**src/rtl/ws281x_ctrl_param.sv**
```systemverilog
// rtl/ws281x_ctrl_param.sv - WS281x frame sequencer: RAM fetch, MSB-first bit handshake, latch gap
module ws281x_ctrl_param #(
   parameter int PIX_BITS    = 24,
   parameter int ADDR_WIDTH  = 6,
   parameter int RD_LATENCY  = 1,
   parameter int SYNC_CYCLES = 510
) (
   input  logic                           clk_in,
   input  logic                           rst_n_in,
   input  logic                           start_in,
   input  logic                           mode_in,
   input  logic [ADDR_WIDTH-1:0]          start_addr_in,
   input  logic [ADDR_WIDTH:0]            pix_cnt_in,
   input  logic                           bit_done_in,
   input  logic [PIX_BITS+ADDR_WIDTH-1:0] rd_data_in,
   output logic                           rd_en_out,
   output logic [ADDR_WIDTH-1:0]          rd_addr_out,
   output logic                           bit_rdy_out,
   output logic                           bit_data_out,
   output logic                           busy_out,
   output logic                           done_out
);

   localparam int BI_W = $clog2(PIX_BITS);
   localparam int SC_W = $clog2(SYNC_CYCLES + 1);

   localparam logic [1:0] ST_IDLE = 2'd0;
   localparam logic [1:0] ST_READ = 2'd1;
   localparam logic [1:0] ST_SEND = 2'd2;
   localparam logic [1:0] ST_SYNC = 2'd3;

   localparam logic [BI_W-1:0] BIT_LAST  = BI_W'(PIX_BITS - 1);
   localparam logic [SC_W-1:0] SYNC_LAST = SC_W'(SYNC_CYCLES - 1);
   localparam logic [2:0]      LAT_LAST  = 3'(RD_LATENCY);

   logic [1:0]            state;
   logic                  mode_q;
   logic [ADDR_WIDTH:0]   cnt_q;
   logic [ADDR_WIDTH:0]   fetched;
   logic [ADDR_WIDTH-1:0] cur_addr;
   logic [2:0]            lat_cnt;
   logic [PIX_BITS-1:0]   pix_sr;
   logic [BI_W-1:0]       bit_idx;
   logic [SC_W-1:0]       sync_cnt;
   logic                  is_last;
   logic                  first_px;
   logic                  tail;
   logic                  pend;

   logic [ADDR_WIDTH-1:0] next_addr;
   logic [ADDR_WIDTH:0]   fetched_nxt;

   assign next_addr   = rd_data_in[PIX_BITS+ADDR_WIDTH-1:PIX_BITS];
   assign fetched_nxt = fetched + 1'b1;

   always_ff @(posedge clk_in) begin
      if (!rst_n_in) begin
         state        <= ST_IDLE;
         mode_q       <= 1'b0;
         cnt_q        <= '0;
         fetched      <= '0;
         cur_addr     <= '0;
         lat_cnt      <= '0;
         pix_sr       <= '0;
         bit_idx      <= '0;
         sync_cnt     <= '0;
         is_last      <= 1'b0;
         first_px     <= 1'b0;
         tail         <= 1'b0;
         pend         <= 1'b0;
         rd_en_out    <= 1'b0;
         rd_addr_out  <= '0;
         bit_rdy_out  <= 1'b0;
         bit_data_out <= 1'b0;
         busy_out     <= 1'b0;
         done_out     <= 1'b0;
      end else begin
         rd_en_out   <= 1'b0;
         bit_rdy_out <= 1'b0;
         done_out    <= 1'b0;
         case (state)
            ST_IDLE: begin
               // done_out still high here means this is the done cycle: start is dropped
               if (start_in && !done_out) begin
                  mode_q   <= mode_in;
                  cnt_q    <= pix_cnt_in;
                  fetched  <= '0;
                  pend     <= 1'b0;
                  tail     <= 1'b0;
                  busy_out <= 1'b1;
                  if (mode_in && pix_cnt_in == '0) begin
                     state    <= ST_SYNC;
                     sync_cnt <= SYNC_LAST;
                  end else begin
                     state       <= ST_READ;
                     rd_en_out   <= 1'b1;
                     rd_addr_out <= start_addr_in;
                     cur_addr    <= start_addr_in;
                     lat_cnt     <= '0;
                     first_px    <= 1'b1;
                  end
               end
            end
            ST_READ: begin
               // only a prefetch READ has a bit in flight whose ack must be remembered
               if (bit_done_in && !first_px)
                  pend <= 1'b1;
               if (lat_cnt == LAT_LAST) begin
                  state <= ST_SEND;
                  if (mode_q) begin
                     cur_addr <= cur_addr + 1'b1;
                     fetched  <= fetched_nxt;
                     is_last  <= (fetched_nxt == cnt_q);
                  end else begin
                     cur_addr <= next_addr;
                     is_last  <= (next_addr == '0);
                  end
                  if (first_px) begin
                     first_px     <= 1'b0;
                     bit_rdy_out  <= 1'b1;
                     bit_data_out <= rd_data_in[PIX_BITS-1];
                     pix_sr       <= {rd_data_in[PIX_BITS-2:0], 1'b0};
                     bit_idx      <= BI_W'(1);
                  end else begin
                     pix_sr  <= rd_data_in[PIX_BITS-1:0];
                     bit_idx <= '0;
                  end
               end else begin
                  lat_cnt <= lat_cnt + 1'b1;
               end
            end
            ST_SEND: begin
               if (bit_done_in || pend) begin
                  pend <= 1'b0;
                  if (tail) begin
                     tail     <= 1'b0;
                     state    <= ST_SYNC;
                     sync_cnt <= '0;
                  end else begin
                     bit_rdy_out  <= 1'b1;
                     bit_data_out <= pix_sr[PIX_BITS-1];
                     pix_sr       <= {pix_sr[PIX_BITS-2:0], 1'b0};
                     if (bit_idx == BIT_LAST) begin
                        if (is_last) begin
                           tail <= 1'b1;
                        end else begin
                           state       <= ST_READ;
                           rd_en_out   <= 1'b1;
                           rd_addr_out <= cur_addr;
                           lat_cnt     <= '0;
                        end
                     end else begin
                        bit_idx <= bit_idx + 1'b1;
                     end
                  end
               end
            end
            default: begin
               if (sync_cnt == SYNC_LAST) begin
                  done_out <= 1'b1;
                  busy_out <= 1'b0;
                  state    <= ST_IDLE;
               end else begin
                  sync_cnt <= sync_cnt + 1'b1;
               end
            end
         endcase
      end
   end

endmodule
```
**config.mk**
```make
export PLATFORM = sky130hd
export DESIGN_NAME = ws281x_ctrl_param
export DESIGN_NICKNAME = d
export VERILOG_FILES = /design/src/rtl/ws281x_ctrl_param.sv
export SDC_FILE = /design/constraint.sdc
export NUM_CORES = 1
export LEC_CHECK = 0
export BUFFER_PORTS_ARGS = -buffer_cell sky130_fd_sc_hd__buf_2
export CAP_MARGIN = 5
export CORE_AREA = 2 2 108 110
export DETAILED_ROUTE_END_ITERATION = 8
export DIE_AREA = 0 0 110 112
export GPL_TIMING_DRIVEN = 0
export RECOVER_POWER = 100
export SLEW_MARGIN = 20
export SYNTH_ARGS = -nofsm -noshare
export SYNTH_HDL_FRONTEND = slang
export SYNTH_SLANG_ARGS = --single-unit
export TNS_END_PERCENT = 20
```
**constraint.sdc**
```tcl
create_clock -name clk_in -period 2.5 [get_ports clk_in]
set_clock_uncertainty 0.15 [all_clocks]
set_input_delay 0.125 -clock clk_in [delete_from_list [all_inputs] [get_ports clk_in]]
set_output_delay 0.125 -clock clk_in [all_outputs]
set_load 0.01 [all_outputs]
```
# Yosys cells after proc, flatten, opt, wreduce, memory -nomap -nowiden
# Cells that the tools add are included.
totals:
  input_bits: 48
  regBits: 79
op_classes:
  addsub: 5
  eq_ne: 23
  n_mux: 83
  bitwise: 3
  reduce_logical: 31
ops:
  columns: ["operator", "count"]
  rows:
  - ["$mux W24", 4]
  - ["$mux W6", 8]
  - ["$pmux W24 S2", 1]
  - ["$mux W9", 5]
  - ["$mux W1", 29]
  - ["$ne A2 B2 Y1 const B", 14]
  - ["$pmux W9 S3", 1]
  - ["$pmux W6 S2", 2]
  - ["$mux W3", 7]
  - ["$mux W7", 3]
  - ["$mux W5", 4]
  - ["$mux W2", 8]
  - ["$reduce_and A4 Y1", 4]
  - ["$pmux W7 S2", 1]
  - ["$pmux W1 S2", 6]
  - ["$reduce_and A6 Y1", 2]
  - ["$pmux W5 S2", 1]
  - ["$reduce_and A5 Y1", 2]
  - ["$add A9 B1 Y9 const B", 1]
  - ["$eq A9 B9 Y1 const B", 1]
  - ["$pmux W3 S3", 1]
  - ["$reduce_and A8 Y1", 1]
  - ["$reduce_bool A2 Y1", 4]
  - ["$add A7 B1 Y7 const B", 1]
  - ["other kinds (26)", 34]

# Longest topological paths before layout
depth:
  depth_word: 5
  depth_mapped: 10

# Least setup slack after synthesis
# Ideal clock, no wire load.
synth_path:
  kind: "flip-flop to flip-flop"
  startpoint: "register state[0]"
  endpoint: "register rd_addr_out[2]"
  setup_slack_ns: -0.010
  n_path_buf: 3
  stages_incl_launch_ff: 11
  arrival_ns: 2.232
  period_less_slack_ns: 2.510
  path_cell_list: "dfxtp_1 -> clkbuf_1 -> inv_1 -> ha_1 -> buf_2 -> nor3b_2 -> a21o_1 -> or4b_4 -> buf_6 -> mux2i_1 -> nor2_1"
synth_between:
  elab_chain_cells: 3
synth_rtl:
  columns: ["element", "line", "rtl"]
  rows:
  - ["start: declaration", "36", "logic [1:0] state;"]
  - ["start signal: assignment", "58", "state <= ST_IDLE;"]
  - ["start signal: assignment", "92", "state <= ST_SYNC;"]
  - ["start signal: assignment", "95", "state <= ST_READ;"]
  - ["$eq A2 B2 Y1 or $logic_not A2 Y1 (tied branches)", "81", "case (state)"]
  - ["$ne A2 B2 Y1 (no line) or $reduce_bool A2 Y1 (tied branches)", null, null]
  - ["$reduce_and A7 Y1 (no line)", null, null]
  - ["end signal: assignment", "97", "rd_addr_out <= start_addr_in;"]
  - ["end signal: assignment", "149", "rd_addr_out <= cur_addr;"]
  - ["end: declaration", "17", "output logic [ADDR_WIDTH-1:0] rd_addr_out,"]
# Several ways; a longest one is shown, not always the timed one.
# A chain may end at the register's enable or synchronous reset.

# Worst setup path after layout
layout_path:
  startpoint: "register state[0]"
  endpoint: "register rd_addr_out[5]"
# The elaborated chain is that of the path after synthesis.

==> summary.md <==
| Metric | Value |
|---|---|
| Data arrival, critical path | `2480 ps` |
| Pleak | `0.00211 uW` |
| Initial antenna violation count | `0` |
| Final worst setup slack | `about 70 ps` |
| Final setup vio count | `0` |
| First-pass GRT wire length | `about 20,000 um` |
| Worst slew margin | `51.1%` |
| Worst-margin pin slew | `733 ps` |
| Antenna Nets Post-Route | `0` |
| CTS tree | `done` |
| Final Critical Period | `around 2400 ps` |
| EDFF count, synth | `0` |
| Post-synthesis register bit count | `just under 80` |
| Port bufs | `58` |
| Period utilization | `roughly 100%` |
| Worst path max stage delay | `600 ps` |
| Clock sinks | `a little under 80` |
| Initial Util | `roughly 40%` |
| Max Slew Vio Count | `0` |
| Root Buffer | `clkbuf_16` |
| CP top delay family | `simple AND/OR/NAND/NOR gates` |
| FF-to-FF setup slack | `70 ps` |
| Ys flop type | `dfxtp_1` |
| IO Pins | `59` |
| Pre-CTS setup slack | `-419 ps` |
| CP Capture Type | `register` |
| F_max | `411 MHz` |
| Cell Rows | `39` |
| Syn Area/Cell | `roughly 8 um2` |
| Synthesis Warnings | `0` |
| Critical path fanouts, max | `10` |
| Routability congestion estimate | `roughly 0.90` |
| Mapped Nets | `slightly above 600` |
| CP max stage cell | `or4b_4` |
| Vias in the first global route | `4,198` |
| WS Path Type | `reg2reg` |
| Crit path capture | `rd_addr_out[5]$_SDFFE_PN0P_` |
| Netlist Area Pre-Place | `between 4000 and 5000 um2` |
| Run status | `complete, no violations` |
| CTS Buffer Depth | `2` |
| FF-to-FF End | `rd_addr_out[5]$_SDFFE_PN0P_` |
| Final HPWL DP | `8710 um` |
| Die width | `110 um` |
| Worst skew pair latency | `about 340 ps` |
| Share of cells above drive strength 1 | `a little under a fifth` |
| Tot Pwr | `5610 uW` |
| Via Count | `about 4,400` |
| Commonest non-fill, non-tap cell in the layout | `nand2_1` |
| RSZ-0062 raised after global routing | `true` |
| Pwr dens | `1020 nW/um2` |
| Layout Nets | `slightly above 700` |
| GRT Residual Overflow | `0` |
| MaxCap Viol Count | `0` |
| R2R depth | `9` |
| Total GRT Usage | `about a fifth` |
| Hold Crit Class | `in2reg` |
| Cts bufs inserted | `9` |
| Reg clk slew, reported paths | `60 ps` |
| Per-cell routed wire length | `about 15 um` |
| Final Instance Count excl. Fillers | `approximately 800` |
| CTS H-tree depth | `3` |
| DRC Markers | `0` |
| Mapped Cells | `approximately 560` |
| Core ar. | `~11,000 um2` |
| Critical Path RT | `2550 ps` |
| Cell variety after synth | `64` |
| Buf+Inv Stages, Crit Path | `3` |
| Crit path launch | `state[0]$_SDFFE_PN0P_` |
| Largest net degree at the start of global routing | `13` |
| Cells along the critical path | `clkbuf_8 -> clkinvlp_4 -> ha_2 -> buf_6 -> nor3b_4 -> a21o_1 -> or4b_4 -> mux2i_1 -> nor2_1` |
| Final WL | `~12,000 um` |
| Worst vdd ir | `0.482 mV` |
| Hold Slack | `approximately 29 ps` |
| Post-synth ARST share | `0%` |
| Area grow syn2layout | `23.5%` |
| Placed Cells | `between 700 and 800` |
| FF-to-FF Start | `state[0]$_SDFFE_PN0P_` |
| CP Depth | `9` |
| Full die area | `12,300 um2` |
| Fin. Hold Viols | `0` |
| Most frequent cells in the layout | `90 x nand2_1, 77 x dfxtp_1, 55 x a21oi_1` |
| Register area share after synthesis | `35.5%` |
| CP Launch Type | `register` |
| Antenna Cells | `0` |
| 1st-pass router iterations | `5` |
| Iter 0 DRT Violations | `around 280` |
| Utilization after layout | `between 40% and 50%` |
| Die height | `112 um` |
| Vias/cell | `5.48` |
-- routing by layer --
layer | GRT usage, % | wire length, um | part of all wire [%]
met1 | 26.5 | 5580 | 46
met2 | 33.7 | 5780 | 47
met3 | 4.57 | 644 | 5.3
met4 | 6.75 | 207 | 1.7
met5 | 0 | 0 | 0
-- state kept, by name, indices dropped and copies added, names as in the netlist --
register      cells
bit_data_out      1
bit_idx           5
bit_rdy_out       1
busy_out          1
cnt_q             7
cur_addr          6
done_out          1
fetched           7
first_px          1
is_last           1
lat_cnt           3
mode_q            1
pend              1
pix_sr           24
rd_addr_out       6
rd_en_out         1
state             2
sync_cnt          9
tail              1
-- worst min-delay path: cells and delay by family --
family | cells | cell delay, ps
AND/OR/NAND/NOR | 1 | 70
buffers and inverters | 1 | 90
multiplexers | 2 | 180
-- Yosys cell counts, types with 3 or more instances --
| library cell | number | area share (%) |
|---|---|---|
| a31oi_1 | 3 | 0.42 |
| buf_2 | 4 | 0.45 |
| ha_1 | 11 | 3.1 |
| nand3b_1 | 6 | 1.0 |
| o211ai_1 | 3 | 0.50 |
| a221oi_1 | 6 | 1.2 |
| clkbuf_1 | 21 | 1.8 |
| mux2i_1 | 42 | 9.4 |
| a21o_1 | 4 | 0.67 |
| a22oi_1 | 4 | 0.67 |
| a21oi_1 | 55 | 6.2 |
| nand4_1 | 8 | 1.1 |
| nand2b_1 | 4 | 0.56 |
| nor3_1 | 9 | 1.0 |
| and3_1 | 6 | 0.84 |
| buf_1 | 4 | 0.34 |
| o21ai_0 | 47 | 5.3 |
| mux2_2 | 7 | 1.8 |
| o2111ai_1 | 4 | 0.79 |
| dfxtp_1 | 79 | 35 |
| xor2_1 | 5 | 0.98 |
| nand3_1 | 10 | 1.1 |
| nor2_1 | 47 | 4.0 |
| inv_1 | 16 | 1.3 |
| nand2_1 | 90 | 7.6 |
| a211oi_1 | 4 | 0.67 |
| xnor2_1 | 11 | 2.2 |
-- repair_timing --
item / 4_1_cts / 5_1_grt
pin swaps: 2 / 3
endpoints found under the setup margin: 63 / 65
resized for setup: 12 / 16
setup buffers: 3 / 7
hold endpoints to repair: 13 / 0
hold buffers: 15 / 0
gates cloned: 0 / 0
-- stage by stage --
step / cell area [um2] / TNS, ps
after floorplan: 4460 / 0
after global placement: 4930 / -10430
after detailed placement: 4930 / -10130
after CTS: 5410 / 0
after global routing: 5510 / -10.1
final: 5510 / 0
-- how the worst min path moves through the flow --
stage                     start                        end  slack [ps]  cells after the start
3_5_place_dp            mode_in        mode_q$_SDFFE_PN0P_         230                      3
6_report         rd_data_in[23]  bit_data_out$_SDFFE_PN0P_          30                      4
3_3_place_gp            mode_in        mode_q$_SDFFE_PN0P_         230                      3
5_1_grt        start_addr_in[4]   cur_addr[4]$_SDFFE_PN0P_          50                      3
4_1_cts        start_addr_in[4]   cur_addr[4]$_SDFFE_PN0P_          10                      3
2_1_floorplan     pix_cnt_in[0]      cnt_q[0]$_SDFFE_PN0P_         120                      2
-- logic make-up after synthesis --
logic type	share of synthesized area [%]
AOI/OAI and AO/OA	21.0
xor gates and xnor gates	3.14
adders and majority gates	3.09
buffers and inverters	4.24
DFF	35.5
muxes	11.2
and+or+nand+nor	21.9
-- where the power goes --
part / switching, uW / total, uW / internal (uW)
Combinational: 1550 / 2570 / 1020
Sequential: 232 / 1820 / 1580
Clock: 505 / 1230 / 720
Total: 2290 / 5610 / 3320
-- cell type report --
| cell class | instances | area [um2] |
|---|---|---|
| Timing Repair Buffer | 83 | 502 |
| Sequential cell | 79 | 1580 |
| Buffer | 28 | 131 |
| Tap cell | 143 | 179 |
| Clock buffer | 12 | 256 |
| Clock inverter | 4 | 20.0 |
| Multi-Input combinational cell | 430 | 2770 |
| Fill cell | 1137 | 5670 |
| Inverter | 17 | 67.6 |
(Power assumes the default switching activity.)
